--- config.mk ---
export PLATFORM = sky130hd
export DESIGN_NAME = dma_copy_engine
export DESIGN_NICKNAME = d
export VERILOG_FILES = /design/src/rtl/dma_copy_engine.sv
export SDC_FILE = /design/constraint.sdc
export NUM_CORES = 1
export LEC_CHECK = 0
export ABC_CLOCK_PERIOD_IN_PS = 2500
export BUFFER_PORTS_ARGS = -buffer_cell sky130_fd_sc_hd__clkbuf_2
export CAP_MARGIN = 20
export CORE_MARGIN = 5
export CORE_UTILIZATION = 53
export DETAILED_ROUTE_END_ITERATION = 6
export GPL_ROUTABILITY_DRIVEN = 0
export GPL_TIMING_DRIVEN = 1
export PLACE_DENSITY = 0.81
export SYNTH_ARGS = -nofsm -noshare
export SYNTH_HDL_FRONTEND = slang
export SYNTH_SLANG_ARGS = --single-unit
--- constraint.sdc ---
create_clock -name clk -period 2.5 [get_ports clk]
set_clock_uncertainty 0.15 [all_clocks]
set_input_delay 0.25 -clock clk [delete_from_list [all_inputs] [get_ports clk]]
set_output_delay 0.25 -clock clk [all_outputs]
set_load 0.02 [all_outputs]
--- src/rtl/dma_copy_engine.sv ---
// Single-channel word copy engine: alternating read/write bus transactions
// with a one-cycle request gap so the gateway can re-arbitrate.
module dma_copy_engine #(
  parameter int LEN_W = 16
) (
  input  logic             clk,
  input  logic             rst,
  input  logic             cfg_start,
  input  logic             cfg_abort,
  input  logic [31:0]      cfg_src,
  input  logic [31:0]      cfg_dst,
  input  logic [LEN_W-1:0] cfg_len,
  output logic             m_req,
  output logic             m_we,
  output logic [3:0]       m_be,
  output logic [31:0]      m_addr,
  output logic [31:0]      m_wdata,
  input  logic [31:0]      m_rdata,
  input  logic             m_done,
  input  logic             m_fault,
  output logic             busy,
  output logic             done_pulse,
  output logic             err,
  output logic [1:0]       err_code,
  output logic [31:0]      fault_addr,
  output logic [LEN_W-1:0] words_left
);

  typedef enum logic [2:0] {
    IDLE, RD, GAP_W, WR, GAP_R, FIN
  } state_t;

  state_t      state, state_nxt;
  logic [31:0] src_ptr, dst_ptr, data_buf;
  logic        last_word;
  logic        misaligned;

  assign last_word  = (words_left == LEN_W'(1));
  assign misaligned = (cfg_src[1:0] != 2'b00)
                    || (cfg_dst[1:0] != 2'b00);

  always_ff @(posedge clk) begin
    if (rst) state <= IDLE;
    else     state <= state_nxt;
  end

  always_comb begin
    state_nxt  = state;
    m_req      = 1'b0;
    m_we       = 1'b0;
    m_be       = 4'h0;
    m_addr     = 32'h0;
    m_wdata    = 32'h0;
    busy       = 1'b1;
    done_pulse = 1'b0;
    unique case (state)
      IDLE: begin
        busy = 1'b0;
        if (cfg_start) begin
          if (misaligned || cfg_len == '0) state_nxt = FIN;
          else                             state_nxt = RD;
        end
      end
      RD: begin
        m_req  = 1'b1;
        m_addr = src_ptr;
        if (m_done) state_nxt = m_fault ? FIN : GAP_W;
      end
      GAP_W: state_nxt = WR;
      WR: begin
        m_req   = 1'b1;
        m_we    = 1'b1;
        m_be    = 4'hF;
        m_addr  = dst_ptr;
        m_wdata = data_buf;
        if (m_done) begin
          if (m_fault || last_word || cfg_abort) state_nxt = FIN;
          else                                   state_nxt = GAP_R;
        end
      end
      GAP_R: state_nxt = cfg_abort ? FIN : RD;
      FIN: begin
        done_pulse = 1'b1;
        state_nxt  = IDLE;
      end
      default: state_nxt = IDLE;
    endcase
  end

  always_ff @(posedge clk) begin
    if (rst) begin
      src_ptr    <= 32'h0;
      dst_ptr    <= 32'h0;
      data_buf   <= 32'h0;
      words_left <= '0;
      err        <= 1'b0;
      err_code   <= 2'd0;
      fault_addr <= 32'h0;
    end else begin
      unique case (state)
        IDLE: if (cfg_start) begin
          src_ptr    <= cfg_src;
          dst_ptr    <= cfg_dst;
          words_left <= cfg_len;
          err        <= 1'b0;
          err_code   <= 2'd0;
          fault_addr <= 32'h0;
          if (cfg_src[1:0] != 2'b00) begin
            err        <= 1'b1;
            err_code   <= 2'd3;
            fault_addr <= cfg_src;
          end else if (cfg_dst[1:0] != 2'b00) begin
            err        <= 1'b1;
            err_code   <= 2'd3;
            fault_addr <= cfg_dst;
          end
        end
        RD: if (m_done) begin
          if (m_fault) begin
            err        <= 1'b1;
            err_code   <= 2'd1;
            fault_addr <= src_ptr;
          end else begin
            data_buf <= m_rdata;
          end
        end
        WR: if (m_done) begin
          if (m_fault) begin
            err        <= 1'b1;
            err_code   <= 2'd2;
            fault_addr <= dst_ptr;
          end else begin
            src_ptr    <= src_ptr + 32'd4;
            dst_ptr    <= dst_ptr + 32'd4;
            words_left <= words_left - LEN_W'(1);
          end
        end
        default: ;
      endcase
    end
  end

endmodule

==> results of run 1 <==
[critical path: stages, from the launching register on]
cell and delay (ps):
dfxtp_4 440, nand3b_1 230, clkinv_4 210, buf_6 260, and2_1 180, clkbuf_2 190
[layout make-up]
| cell class | count | area, um^2 |
|---|---|---|
| Multi-Input combinational cell | 907 | 5210 |
| Fill cell | 1341 | 4780 |
| Sequential cell | 150 | 3010 |
| Timing Repair Buffer | 329 | 2080 |
| Clock buffer | 19 | 443 |
| Tap cell | 216 | 270 |
| Clock inverter | 12 | 179 |
| Inverter | 8 | 35.0 |
[per-stage QoR]
step	util [%]	hold slack [ps]	instances	setup WS, ps
global placement	63.0	288	1562	330
finish	70.2	13.2	1641	139
floorplan	-	222	1174	323
global route	70.2	16.8	1641	41.0
detailed placement	63.0	293	1562	280
CTS	69.9	3.25	1640	22.4
[registers in the layout (all words and copies together) (netlist names)]
signal,count
dst_ptr,32
err_code,2
src_ptr,32
fault_addr,32
data_buf,32
words_left,16
state,3
err,1
[cell usage after synthesis, types with 3 or more instances]
cell / count / area (um^2)
nand2_1: 190 / 713
buf_4: 4 / 30.0
or4_1: 5 / 37.5
and3_1: 20 / 125
nand2b_1: 4 / 25.0
ha_1: 4 / 50.1
and2_1: 39 / 244
o22ai_1: 7 / 43.8
a21o_1: 7 / 52.6
buf_2: 27 / 135
inv_1: 7 / 26.3
a31oi_1: 9 / 56.3
nor2_1: 95 / 357
a22oi_1: 4 / 30.0
mux2i_1: 35 / 350
a221oi_1: 31 / 272
nand4_1: 18 / 113
o211ai_1: 7 / 52.6
buf_1: 6 / 22.5
clkbuf_1: 68 / 255
o31ai_1: 7 / 52.6
a21oi_1: 127 / 636
a211oi_1: 21 / 158
o32ai_1: 6 / 52.6
or3_1: 12 / 75.1
o41ai_1: 5 / 43.8
o21a_1: 4 / 30.0
and4_1: 10 / 87.6
nand3b_1: 7 / 52.6
nor3_1: 36 / 180
a32o_1: 5 / 50.1
o2bb2ai_1: 3 / 26.3
o21ai_0: 62 / 310
a211o_1: 33 / 289
a311oi_1: 12 / 105
nor4_1: 12 / 75.1
nand3_1: 45 / 225
dfxtp_1: 150 / 3000
or2_2: 3 / 18.8
a31o_2: 3 / 26.3
[layout by cell type, fill, tap and decap left out, types with 31 or more instances in the layout]
| master | count |
|---|---|
| clkbuf_2 | 239 |
| nand2_1 | 190 |
| dfxtp_1 | 148 |
| a21oi_1 | 126 |
| nor2_1 | 94 |
| o21ai_0 | 62 |
| dlygate4sd3_1 | 47 |
| nand3_1 | 45 |
| and2_1 | 39 |
| nor3_1 | 36 |
| mux2i_1 | 35 |
| buf_4 | 34 |
| a211o_1 | 33 |
| a221oi_1 | 31 |
[path summary, 6_finish.rpt]
check	to	slack (ps)	cells after the start
max	m_wdata[2]	140	5
min	words_left[5]	10	3
max reg2reg	dst_ptr[24]	240	6
min reg2reg	data_buf[2]	300	2
[what timing repair did]
| item | CTS | global route |
|---|---|---|
| endpoints found under the hold margin | 47 | 0 |
| resized for setup | 3 | 4 |
| setup endpoints to repair | 37 | 38 |
| hold buffers | 47 | 0 |
[kinds of logic after synthesis]
family          Yosys count  synth area share [%]
mux                      36                  4.16
xor+xnor                  1                 0.101
compound gates          362                  27.2
flops                   150                  34.5
simple gates            504                  27.6
buf+inv                 117                  5.81
fa+ha+maj                 4                 0.575
[metal layers]
metal  vias to the layer above  track usage (%)
met5                         -                0
li1                       4792                -
met3                       104             8.24
met2                       649             49.2
met4                         4             14.3
met1                      4775             40.5
[report_power, final]
group	internal, uW	switching, uW
registers	2870	493
logic	1270	2240
clock network	1690	1040
total	5830	3770
==> impl_metrics.toml, run 1 <==
[status]
outcome = "complete, but fails checks"
failing_checks = "DRC"

[drt]
met3WireLength_mm = 3.35
wl_met2_mm = 14.6
num_vias = 10300
firstDrtPassIters = 7
drt.antenna.violating_nets = 0
highest_layer = "met5"
wirelength_met1_mm = 12.2
avgRoutedWirePerCell_um = 19.2
vias_per_std_cell = 6.29
detailedRoute.firstIterationViolations = 1415
post-route-drc-count = 4
wl_mm = 31.4

[timing]
maxClockFrequency_mhz = 424
tightestPinTransition_ps = 541
period_minus_slack_ps = 2360
timing.final.crit_share_pct = 94.4
grt_setup_unrepaired = "no"
slew_headroom_pct = 63.9
totalNegativeSetupSlack_ps = 0
finalHoldViolations = 0
drv_slew = 0
setup_viol = 0

[global_route]
grt_overflow_total = 0
first_global_vias = 9713
global_route_wire_length_before_repair_mm = 50.2
grt_antenna_before_repair = 2
groute.usage.overall_pct = 31.3
grt_start_max_net_pins = 113

[worst_setup_path]
rr_startpoint = "dst_ptr[2]"
worst-path-max-fanout = 37
critical_path.startpoint = "state[1]"
cp.required_ps = 2100
worstSetupPathType = "reg2out"
crit_path_end_kind = "output pin"
startpoint_type_of_the_worst_setup_path = "flip-flop"
arrival_ps = 1960

[synthesis]
post_synth_inst_count = 1174
post_synth.cell_area_avg_um2 = 7.41
syn_nets = 1296
ys_seq_area_share_pct = 34.5
synth-edff-count = 0
yosys_most_used_dff = "dfxtp_1"
ys_seq_elements = 150
ys_async_sr_fraction_pct = 0
yosysWarnings = 0
synth_area_mm2 = 0.00870
synth_cell_types = 61

[place]
place.detailed.hpwl_mm = 21.3
post_dp_cell_area_mm2 = 0.0101
placement.io_buffers = 240

[job]
max_cap_violations = 0

[cts]
cts-root-to-sink-buffers = 2
worstSkewPairLatency_ps = 430
clock_tree_from_tritoncts = "built"
clkSinkCount = 150
numCtsBuffers = 17
cts.htree.levels = 4
worst_setup_hold_path_clk_slew_ps = 60
root_buffer = "clkbuf_16"
post-cts-setup-buffer-count = 0

[floorplan]
overall_die_area_mm2 = 0.0191
initial_utilization_pct = 54.4
dieHeight_um = 138
die-width_um = 138
core.rowCount = 46
ioPinCount = 241
core_region_area_mm2 = 0.0160

[power]
vdd_drop_max_v = 0.000709
power.density_cell_area_mw_per_mm2 = 856
p_leak_uw = 0.00447
finalPower_uw = 9600

[worst_hold_path]
hold_class = "in2reg"
hold_path.startpoint = "cfg_len[5]"

[cells_and_area]
post_route_cells_drive_above_1_share_pct = 23.2
finish.net_count = 1535
synthesis_to_finish_area_growth_pct = 29.0
antenna_cells = 0
design_area_mm2 = 0.0112
(Power assumes the default switching activity.)
==> inputs of run 2 (changes only) <==
--- a/config.mk
+++ b/config.mk
@@ -8,12 +8,14 @@
 export ABC_CLOCK_PERIOD_IN_PS = 2500
 export BUFFER_PORTS_ARGS = -buffer_cell sky130_fd_sc_hd__clkbuf_2
 export CAP_MARGIN = 20
+export CELL_PAD_IN_SITES_DETAIL_PLACEMENT = 1
+export CELL_PAD_IN_SITES_GLOBAL_PLACEMENT = 2
 export CORE_MARGIN = 5
-export CORE_UTILIZATION = 53
+export CORE_UTILIZATION = 29
 export DETAILED_ROUTE_END_ITERATION = 6
 export GPL_ROUTABILITY_DRIVEN = 0
 export GPL_TIMING_DRIVEN = 1
-export PLACE_DENSITY = 0.81
+export PLACE_DENSITY = 0.91
 export SYNTH_ARGS = -nofsm -noshare
 export SYNTH_HDL_FRONTEND = slang
 export SYNTH_SLANG_ARGS = --single-unit
==> impl_metrics.toml, run 2 (synthesis results as in run 1) <==
[cells_and_area]
design_area_mm2 = 0.0116
fillCellCount = 3669
post_route_cells_drive_above_1_share_pct = 24.9
most_frequent_cells_in_the_layout = "clkbuf_2, nand2_1, dfxtp_1, a21oi_1, nor2_1"
finish.net_count = 1564
antenna_cells = 0
synthesis_to_finish_area_growth_pct = 33.8
layout.cells.most_common = "clkbuf_2"
fin_cells = 1845

[cts]
cts.htree.levels = 4
worst_setup_hold_path_clk_slew_ps = 70
cts-root-to-sink-buffers = 2
clkSinkCount = 150
numCtsBuffers = 17
clock_tree_from_tritoncts = "built"
worstSkewPairLatency_ps = 440
root_buffer = "clkbuf_16"

[place]
placed_instances = 1761
post_dp_cell_area_mm2 = 0.0105
placement.io_buffers = 240
place.detailed.hpwl_mm = 28.9

[worst_setup_path]
critPathSlowestCell = "dfxtp_2"
worstSetupEndpoint = "m_addr[5]"
worst-path-max-fanout = 14
arrival_ps = 2000
critical_path.n_buffers_inverters = 3
crit-reg2reg-capture = "dst_ptr[24]"
critical_path.startpoint = "state[1]"
rrSetupSlack_ps = 210
crit_path_end_kind = "output pin"
startpoint_type_of_the_worst_setup_path = "flip-flop"
rr_startpoint = "dst_ptr[2]"
ff2ff_path_depth = 6
worstSetupPathType = "reg2out"
crit_path_cell_trace = "buf_8, buf_4, mux2i_1, nor2_1, clkbuf_2"
crit_path_max_incr_delay_ps = 450
cp.required_ps = 2100
worstSetupPathDepth = 5
critical-path-top-delay-family = "buffers and inverters"

[timing]
grt_setup_unrepaired = "no"
setup_viol = 0
totalNegativeSetupSlack_ps = 0
period_minus_slack_ps = 2400
tightestPinTransition_ps = 582
slew_headroom_pct = 61.2
maxClockFrequency_mhz = 416
timing.final.crit_share_pct = 96.2
finalHoldViolations = 0
drv_slew = 0

[global_route]
grt_overflow_total = 0
grt_antenna_before_repair = 0
groute.usage.overall_pct = 23.1
global_route_wire_length_before_repair_mm = 61.9
grt_start_max_net_pins = 85
first_global_vias = 10700

[drt]
firstDrtPassIters = 5
num_vias = 10400
wl_mm = 40.2
drt.antenna.violating_nets = 0
post-route-drc-count = 0
avgRoutedWirePerCell_um = 21.8
vias_per_std_cell = 5.66
detailedRoute.firstIterationViolations = 744

[floorplan]
ioPinCount = 241
core.rowCount = 63
die-width_um = 183
overall_die_area_mm2 = 0.0336
dieHeight_um = 183
initial_utilization_pct = 29.4
core_region_area_mm2 = 0.0296

[job]
max_cap_violations = 0

[status]
outcome = "finished, final reports clean"

[power]
p_leak_uw = 0.00460
vdd_drop_max_v = 0.000402
power.density_cell_area_mw_per_mm2 = 847
finalPower_uw = 9860

[worst_hold_path]
hold_class = "in2reg"
hold_path.startpoint = "cfg_src[20]"
## run 2: stage by stage
stage                     hold WS (ps)  utilization (%)  worst slack [ps]
after detailed placement           294             35.4               232
after global routing              32.7             39.3              24.4
final                             19.7             39.3              95.6
after global placement             288             35.4               365
after floorplan                    222                -               323
after CTS                         1.39             39.2              24.2
## run 2: where the power goes
| part | total, uW | internal (uW) | switching (uW) | leakage [uW] |
|---|---|---|---|---|
| clock network | 2610 | 1440 | 1170 | 0.000270 |
| registers | 3330 | 2860 | 463 | 0.00123 |
| logic | 3910 | 1400 | 2510 | 0.00310 |
| total | 9860 | 5710 | 4150 | 0.00460 |
## run 2: per-layer routing
metal  GRT usage [%]  up-vias  share of wire (%)  wire, um
li1                -     4843                  -         -
met1            30.5     5131                 44     17600
met2            37.3      408                 46     18300
met3            6.31       58                8.5      3430
met4            6.53        0                2.1       833
met5               0        -                  0         0
## run 2: what timing repair did
| item | CTS | global route |
|---|---|---|
| resized for setup | 6 | 5 |
| buffers inserted | 0 | 2 |
| hold buffers | 50 | 0 |
| hold endpoints to repair | 50 | 0 |
| endpoints found under the setup margin | 47 | 35 |
## run 2: tightest hold or removal path, stage by stage
cell and delay [ps]:
clkbuf_2 110, o32ai_1 110, a211oi_1 90
## run 2: layout make-up
class	instances	area [um^2]	area share, %
multi-input combinational	907	5230	44.9
sequential	150	3000	25.8
timing repair buffer	358	2310	19.8
tap	390	488	4.19
clock buffer	20	457	3.92
clock inverter	12	118	1.01
inverter	8	35.0	0.301
## run 2: worst min path at each step
stage                           endpoint  depth (start not counted)
final                        src_ptr[20]                          3
after global routing      words_left[11]                          2
after CTS                    src_ptr[20]                          3
after detailed placement     data_buf[4]                          2
after global placement       data_buf[7]                          2
after floorplan                 state[0]                          1
